[src/rtl/serpent_axi_rd_reorder.sv]
// serpent_axi_rd_reorder
//  Read-ordering buffer between serpent_l15_adapter read requests and the AXI
//  read channel. Up to NumTx reads are outstanding, each tagged with its slot
//  index as AXI ID. Responses may return in any order. They are handed back
//  upstream strictly in request order, carrying the original requester ID.
//  Optional feature macro: SERPENT_RDREORDER_BYPASS_EN. It forwards a response
//  for the head slot combinationally in the same cycle it arrives.
module serpent_axi_rd_reorder #(
  parameter int unsigned NumTx     = 4,
  parameter int unsigned IdWidth   = 10,
  parameter int unsigned DataWidth = 512
) (
  input  logic                       clk_i,
  input  logic                       rst_ni,
  input  logic                       req_i,
  input  logic [IdWidth-1:0]         req_id_i,
  output logic                       gnt_o,
  output logic                       mem_req_o,
  output logic [$clog2(NumTx)-1:0]   mem_id_o,
  input  logic                       mem_gnt_i,
  input  logic                       mem_rvalid_i,
  input  logic [$clog2(NumTx)-1:0]   mem_rid_i,
  input  logic [DataWidth-1:0]       mem_rdata_i,
  output logic                       mem_rrdy_o,
  output logic                       rtrn_valid_o,
  output logic [IdWidth-1:0]         rtrn_id_o,
  output logic [DataWidth-1:0]       rtrn_data_o,
  input  logic                       rtrn_rdy_i,
  output logic                       err_o
);

  localparam int unsigned SlotW = $clog2(NumTx);

  typedef enum logic [1:0] {
    SLOT_FREE,
    SLOT_PEND,
    SLOT_DONE
  } slot_state_e;

  slot_state_e          slot_q [NumTx];
  slot_state_e          slot_d [NumTx];
  logic [IdWidth-1:0]   id_q   [NumTx];
  logic [DataWidth-1:0] data_q [NumTx];

  logic [SlotW-1:0] head_q, tail_q;
  logic [SlotW:0]   cnt_q, cnt_d;
  logic             full, alloc, rel, rsp_ok, head_done, err_q;
`ifdef SERPENT_RDREORDER_BYPASS_EN
  logic             bypass;
`endif

  // Response qualification: only a response for a pending slot is accepted
  always_comb begin
    rsp_ok = mem_rvalid_i & (slot_q[mem_rid_i] == SLOT_PEND);
  end

  // Output decode: request side, return side and handshake events
  always_comb begin
    full       = (cnt_q == (SlotW+1)'(NumTx));
    // rst_ni gating keeps the request outputs at their reset values even if
    // req_i is high while reset is asserted.
    mem_req_o  = req_i & ~full & rst_ni;
    mem_id_o   = tail_q;
    gnt_o      = mem_req_o & mem_gnt_i;
    alloc      = gnt_o;
    mem_rrdy_o = 1'b1;
    err_o      = err_q;
    head_done  = (slot_q[head_q] == SLOT_DONE);
    rtrn_id_o  = id_q[head_q];
`ifdef SERPENT_RDREORDER_BYPASS_EN
    bypass       = rsp_ok & (mem_rid_i == head_q);
    rtrn_valid_o = head_done | bypass;
    rtrn_data_o  = bypass ? mem_rdata_i : data_q[head_q];
`else
    rtrn_valid_o = head_done;
    rtrn_data_o  = data_q[head_q];
`endif
    rel = rtrn_valid_o & rtrn_rdy_i;
  end

  // Slot next-state: alloc marks tail PEND, response marks DONE, release frees head
  always_comb begin
    for (int unsigned i = 0; i < NumTx; i++) begin
      slot_d[i] = slot_q[i];
    end
    if (alloc)  slot_d[tail_q]    = SLOT_PEND;
    if (rsp_ok) slot_d[mem_rid_i] = SLOT_DONE;
    // A bypassed head response that is consumed at once goes PEND->FREE,
    // because the release assignment overrides the DONE above.
    if (rel)    slot_d[head_q]    = SLOT_FREE;
  end

  // Slot state register
  always_ff @(posedge clk_i or negedge rst_ni) begin
    if (!rst_ni) begin
      for (int unsigned i = 0; i < NumTx; i++) begin
        slot_q[i] <= SLOT_FREE;
      end
    end else begin
      for (int unsigned i = 0; i < NumTx; i++) begin
        slot_q[i] <= slot_d[i];
      end
    end
  end

  // Occupancy next value: simultaneous alloc and release cancel out
  always_comb begin
    cnt_d = cnt_q;
    if (alloc && !rel) begin
      cnt_d = cnt_q + 1'b1;
    end else if (!alloc && rel) begin
      cnt_d = cnt_q - 1'b1;
    end
  end

  // Ring pointers, occupancy and sticky error flag
  always_ff @(posedge clk_i or negedge rst_ni) begin
    if (!rst_ni) begin
      head_q <= '0;
      tail_q <= '0;
      cnt_q  <= '0;
      err_q  <= 1'b0;
    end else begin
      cnt_q <= cnt_d;
      if (alloc) tail_q <= tail_q + 1'b1;
      if (rel)   head_q <= head_q + 1'b1;
      if (mem_rvalid_i && !rsp_ok) err_q <= 1'b1;
    end
  end

  // Per-slot requester ID captured on allocation
  always_ff @(posedge clk_i or negedge rst_ni) begin
    if (!rst_ni) begin
      for (int unsigned i = 0; i < NumTx; i++) begin
        id_q[i] <= '0;
      end
    end else if (alloc) begin
      id_q[tail_q] <= req_id_i;
    end
  end

  // Per-slot response data captured on an accepted response
  always_ff @(posedge clk_i or negedge rst_ni) begin
    if (!rst_ni) begin
      for (int unsigned i = 0; i < NumTx; i++) begin
        data_q[i] <= '0;
      end
    end else if (rsp_ok) begin
      data_q[mem_rid_i] <= mem_rdata_i;
    end
  end

endmodule

[config.mk]
export PLATFORM = sky130hd
export DESIGN_NAME = serpent_axi_rd_reorder
export DESIGN_NICKNAME = d
export VERILOG_FILES = /design/src/rtl/serpent_axi_rd_reorder.sv
export SDC_FILE = /design/constraint.sdc
export NUM_CORES = 2
export LEC_CHECK = 0
export BUFFER_PORTS_ARGS = -buffer_cell sky130_fd_sc_hd__buf_2
export CAP_MARGIN = 20
export CORE_ASPECT_RATIO = 0.7
export CORE_MARGIN = 5
export CORE_UTILIZATION = 38
export DETAILED_ROUTE_END_ITERATION = 16
export PLACE_DENSITY_LB_ADDON = 0.15
export SLEW_MARGIN = 20
export SYNTH_ARGS = -nofsm -noshare
export SYNTH_HDL_FRONTEND = slang
export SYNTH_SLANG_ARGS = --single-unit
[constraint.sdc]
create_clock -name clk_i -period 2.2 [get_ports clk_i]
set_input_delay 0.44 -clock clk_i [delete_from_list [all_inputs] [get_ports clk_i]]
set_output_delay 0.44 -clock clk_i [all_outputs]
set_load 0.05 [all_outputs]
# Word level (Yosys, flattened, before mapping)

Index checks and enable logic that the tools add are counted.

Bits in registers: 2104
Input bits: 530
Word-level logic and storage cells: 85

Add/sub/neg operators: 4
$lt $le $gt $ge: 6
Eq/ne operators: 3
Multiplexer cells: 29
Bitwise gates (word level): 17
Reductions and logical operators: 10

Operators with widths:

| kind                                                       | count |
|---|---|
| bitwise mux 2048 bit                                       | 1 |
| 2-to-1 mux 512 bit                                         | 3 |
| binary-select mux 512 bit (select 2 bit)                   | 1 |
| demux 512 bit (select 2 bit)                               | 1 |
| bitwise mux 40 bit                                         | 1 |
| 2-to-1 mux 10 bit                                          | 3 |
| 2-to-1 mux 8 bit                                           | 3 |
| binary-select mux 10 bit (select 2 bit)                    | 1 |
| demux 10 bit (select 2 bit)                                | 1 |
| 2-to-1 mux 2 bit                                           | 7 |
| demux 2 bit (select 2 bit)                                 | 3 |
| >= comparator 3 bit, second input constant                 | 3 |
| less-than comparator 3 x 1 -> 1 bit, second input constant | 3 |
| NOT 2 -> 3 bit                                             | 3 |
| AND 4 bit                                                  | 2 |
| AND 8 bit                                                  | 1 |
| binary-select mux 2 bit (select 2 bit)                     | 2 |
| NOT 4 bit                                                  | 2 |
| NOT 8 bit                                                  | 1 |
| OR 4 bit                                                   | 2 |
| logical AND 1 bit                                          | 6 |
| 2-to-1 mux 3 bit                                           | 2 |
| AND 1 bit                                                  | 5 |
| adder 2 x 1 -> 2 bit, second input constant                | 2 |
| 8 further kinds                                            | 10 |

# Depth between registers and ports, before layout

Depth in word-level cells: 12
Mapped depth: 11
Gate-level depth less buffers: 9

# Least setup slack after synthesis

Ideal clock, no wire load.

Path type: flip-flop to flip-flop
Start: register head_q[0]
End: register cnt_q[2]
Setup time: 79 ps
Arrival time: 2348 ps
Required time: 2121 ps
Path slack: -227 ps
Cell stages (with the launch flop): 12
Clock period less this slack: 2427 ps
Path through: dfrtp_1 > buf_2 > inv_2 > mux4_2 > buf_6 > nand2_1 > ha_1 > inv_1 > fa_1 > xor2_1 > nor2_1 > xor2_1

Cells in the longest elaborated chain, start to end: 9

RTL lines:

| what                                                   | line | RTL |
|---|---|---|
| from (decl)                                            | 45   | `logic [SlotW-1:0] head_q, tail_q;` |
| from (signal assigned)                                 | 126  | `if (rel) head_q <= head_q + 1'b1;` |
| NOT 2 -> 3 bit (not written as such) *                 | 68   | `head_done = (slot_q[head_q] == SLOT_DONE);` |
| binary-select mux 2 bit (select 2 bit) *               | 68   |  |
| 2-to-1 mux 2 bit (not written as such) * (2 in a row)  | 68   |  |
| == test 2 bit *                                        | 68   |  |
| via rtrn_valid_o                                       | 25   | `output logic rtrn_valid_o,` |
| AND 1 bit *                                            | 78   | `rel = rtrn_valid_o & rtrn_rdy_i;` |
| zero test 1 bit                                        | 109  | `if (alloc && !rel) begin` |
| logical AND 1 bit                                      | 109  |  |
| 2-to-1 mux 3 bit or nonzero test 2 bit (tied branches) | --   |  |
| to (signal assigned)                                   | 124  | `cnt_q <= cnt_d;` |
| to (decl)                                              | 46   | `logic [SlotW:0] cnt_q, cnt_d;` |

The timed path passes the listed nets; every way through them passes the cells marked *. The select of a mux whose other input is x is not followed.
A chain may end at the register's enable or synchronous reset.

# Worst setup path in the final report

Start: register head_q[0]
End: output port rtrn_data_o[370]

Cells in the longest elaborated chain, start to end: 4

RTL lines:

| what                                                  | line | RTL |
|---|---|---|
| NOT 2 -> 3 bit (not written as such)                  | 76   | `rtrn_data_o = data_q[head_q];` |
| binary-select mux 512 bit (select 2 bit)              | 76   |  |
| 2-to-1 mux 512 bit (not written as such) (2 in a row) | 76   |  |
| to (decl)                                             | 27   | `output logic [DataWidth-1:0] rtrn_data_o,` |

Every way passes these cells. The select of a mux whose other input is x is not followed.

==> out/metrics.cfg <==
[run_status]
status=complete, but fails checks
violations=setup timing

[power]
p_seq_share_pct=31.7
p_sw_mw=84.4
power.share.clock_pct=18.6
combinationalPowerShare_pct=49.7
total_power_mw=210
internal-power_mw=125
p_leak_nw=55.1
p_sw_share_pct=40.3
power_density_nw_per_um2=1720
ir_drop_mv=1.51

[setup_path]
r2r-end=cnt_q[2]$_DFFE_PN0P_
critPathBufInv=3
startpoint_type=register
cp_top_family=buffers and inverters
crit_path_end_kind=output pin
timing.rr.start=head_q[0]$_DFFE_PN0N_
worstPathMaxFanout=18
worstPathRequired_ns=1.76
slowest_delay_ns=0.58
critical_path_class=reg2out
slowest_stage=mux4_2
arrival_ns=2.74
path_cells=buf_12 > buf_16 > mux4_2 > buf_2
r2r_cells=10
ff2ff_setup_slack_ns=-0.27

[synth]
ys_types=45
synth_nets=5688
ys_seq_area_share_pct=53.7
synth.yosys.warnings=0
synth.avg_cell_area_um2=19.1
synth_area_um2=98100
synth_seq_cells=2104
async_flop_share_pct=100
synth.largest_area_cell=dfrtp_1
ys.flop_type=dfrtp_1
synthCells=5148
synth_area_leaders=dfrtp_1 (54%), mux2_4 (20%), mux4_2 (12%)
synth_top_cell_area_share_pct=53.7
synth_edf_count=0

[cells_and_area]
synthToLayoutAreaGrowth_pct=24.3
final_cell_mix=dfrtp_1 (2,102), mux2_4 (1,338), buf_2 (896)
num-fill-cells=22100
layout_commonest_cell=dfrtp_1
drive_gt1_share_pct=54.5
nNetsFinal=7530
fin_area_um2=122000

[sta]
fmax_mhz=314
fin_worst_skew_ns=0.0299
maxSlewViolCount=0
hold_viol=0
setup_viol=627
fin_crit_sh_pct=145
worst_slew_pin_slew_ns=1.08
rsz0062_at_grt=true
setup_ws_ns=-0.984
slew_headroom_pct=27.9
period_minus_slack_ns=3.18

[cts]
clock-root-buffer=clkbuf_16
cts.clk_slew.worst_paths_ns=0.06
htreeDepth=4
clock_latency_ns=0.84
cts_made_buffers=222
clkSinkCount=2104
cts_tree=built
clockBufferDepth=4

[global_route]
antenna_found_initial=51
grt_overflow=0
grt_max_degree=145
grt_pass1_vias=59400
grt_pass1_wl_um=410000
track_usage_pct=19.8

[min_path]
min_from=mem_gnt_i
hp-class=in2reg
hold_path_end=mem_id_o[1]$_DFFE_PN0N_
hold_depth=4

[route]
wl_per_cell_um=25.7
ant_nets=0
dr.pass1.iters=5
drcViolationCount=0
via_per_inst=5.05
wirelength_um=272000
vias=53500
drtIter0Drc=2786

[placed_design]
portBuffers=1057
placed_area_um2=108000
dp_hpwl_um=193000
gp_congestion=0.807

[floorplan]
num_rows=156
die_x_um=617
die-area_um2=269000
die-height_um=435
fp.coreArea_um2=258000
pin_count=1059
start_util_pct=38.1

[run]
max_cap_viol_count=0

synth_stat cells, types with 14 or more instances:
master	count
dfrtp_1	2104
mux2_4	1338
mux2_1	538
mux4_2	523
mux2_2	214
buf_12	142
buf_2	64
buf_6	55
buf_4	40
clkbuf_1	18
buf_8	16
buf_1	14
what timing repair did:
item,in CTS,in global routing
setup endpoints to repair,628,988
gates resized for setup,161,75
hold buffers,527,0
gates cloned,2,2
hold endpoints to repair,2557,0
pin swaps,0,0
buffers inserted,3,8
worst max-delay path by stage:
stage                          startpoint                   end  slack [ns]  cells past startpoint
floorplan            cnt_q[1]$_DFFE_PN0P_  cnt_q[1]$_DFFE_PN0P_       -0.18                      7
global placement    head_q[0]$_DFFE_PN0N_  cnt_q[2]$_DFFE_PN0P_       -0.25                      9
detailed placement  head_q[0]$_DFFE_PN0N_      rtrn_data_o[329]       -0.18                      5
CTS                 head_q[0]$_DFFE_PN0N_      rtrn_data_o[329]       -1.11                      5
global route        head_q[0]$_DFFE_PN0N_      rtrn_data_o[350]       -1.11                      4
finish              head_q[0]$_DFFE_PN0N_      rtrn_data_o[370]       -0.98                      4
cells by family (layout without fill, tap and decap cells):
group / count (synthesis) / after routing / share of synthesized area [%]
XOR/XNOR: 4 / 4 / 0.0357
buffers and inverters: 355 / 2370 / 4.55
AND/OR/NAND/NOR: 39 / 39 / 0.288
multiplexers: 2614 / 2614 / 41.1
other: 1 / 32 / 0.00382
AO/OA/AOI/OAI: 21 / 21 / 0.196
adder cells (fa/ha/maj): 10 / 10 / 0.135
flip-flops: 2104 / 2104 / 53.7
registers in the layout, summed over array words and instances (netlist names):
register and cells:
cnt_q 3, data_q 2048, err_o 1, head_q 2, id_q 40, mem_id_o 2, slot_q 8
layout make-up:
class,instances,area (µm²),share of cell area (%)
diodes,31,77.6,0.0636
clock buffers,322,6650,5.45
clock inverters,75,896,0.735
inverters,6,22.5,0.0185
multi-input cells,2689,41000,33.6
flip-flops and latches,2104,52700,43.2
well taps,3397,4250,3.49
repair buffers,1967,16400,13.4
power groups by stage:
stage	Combinational [mW]	Clock, mW	Sequential, mW
after global routing	108	41.6	68.5
after floorplan	76.2	0	63.3
final	104	39.0	66.4
after detailed placement	101	0	66.6
after CTS	105	40.2	66.3
after global placement	100	0	66.4
metrics by stage:
stage               cells  utilization (%)  TNS [ns]  hold slack (ns)  setup WS (ns)
floorplan            5148                -    -0.350            0.144         -0.180
global placement     9621             42.0    -67.19            0.448         -0.250
detailed placement   9621             42.0    -67.44            0.463         -0.181
CTS                 10600             47.2   -530.00          0.00513          -1.11
global route        10600             47.3   -545.49           0.0710          -1.11
finish              10600             47.3   -458.94            0.116         -0.984
metal layers:
metal | track usage, % | vias to the layer above | wire, µm
li1 | - | 23000 | -
met1 | 26.6 | 29100 | 120000
met2 | 32.7 | 960 | 131000
met3 | 3.48 | 419 | 10600
met4 | 6.58 | 4 | 9990
met5 | 0 | - | 27
tightest hold or removal path, stage by stage:
cell and delay (ns):
buf_2 0.14, nand4_1 0.10, buf_4 0.12, mux2_2 0.14
(Power assumes the default switching activity.)
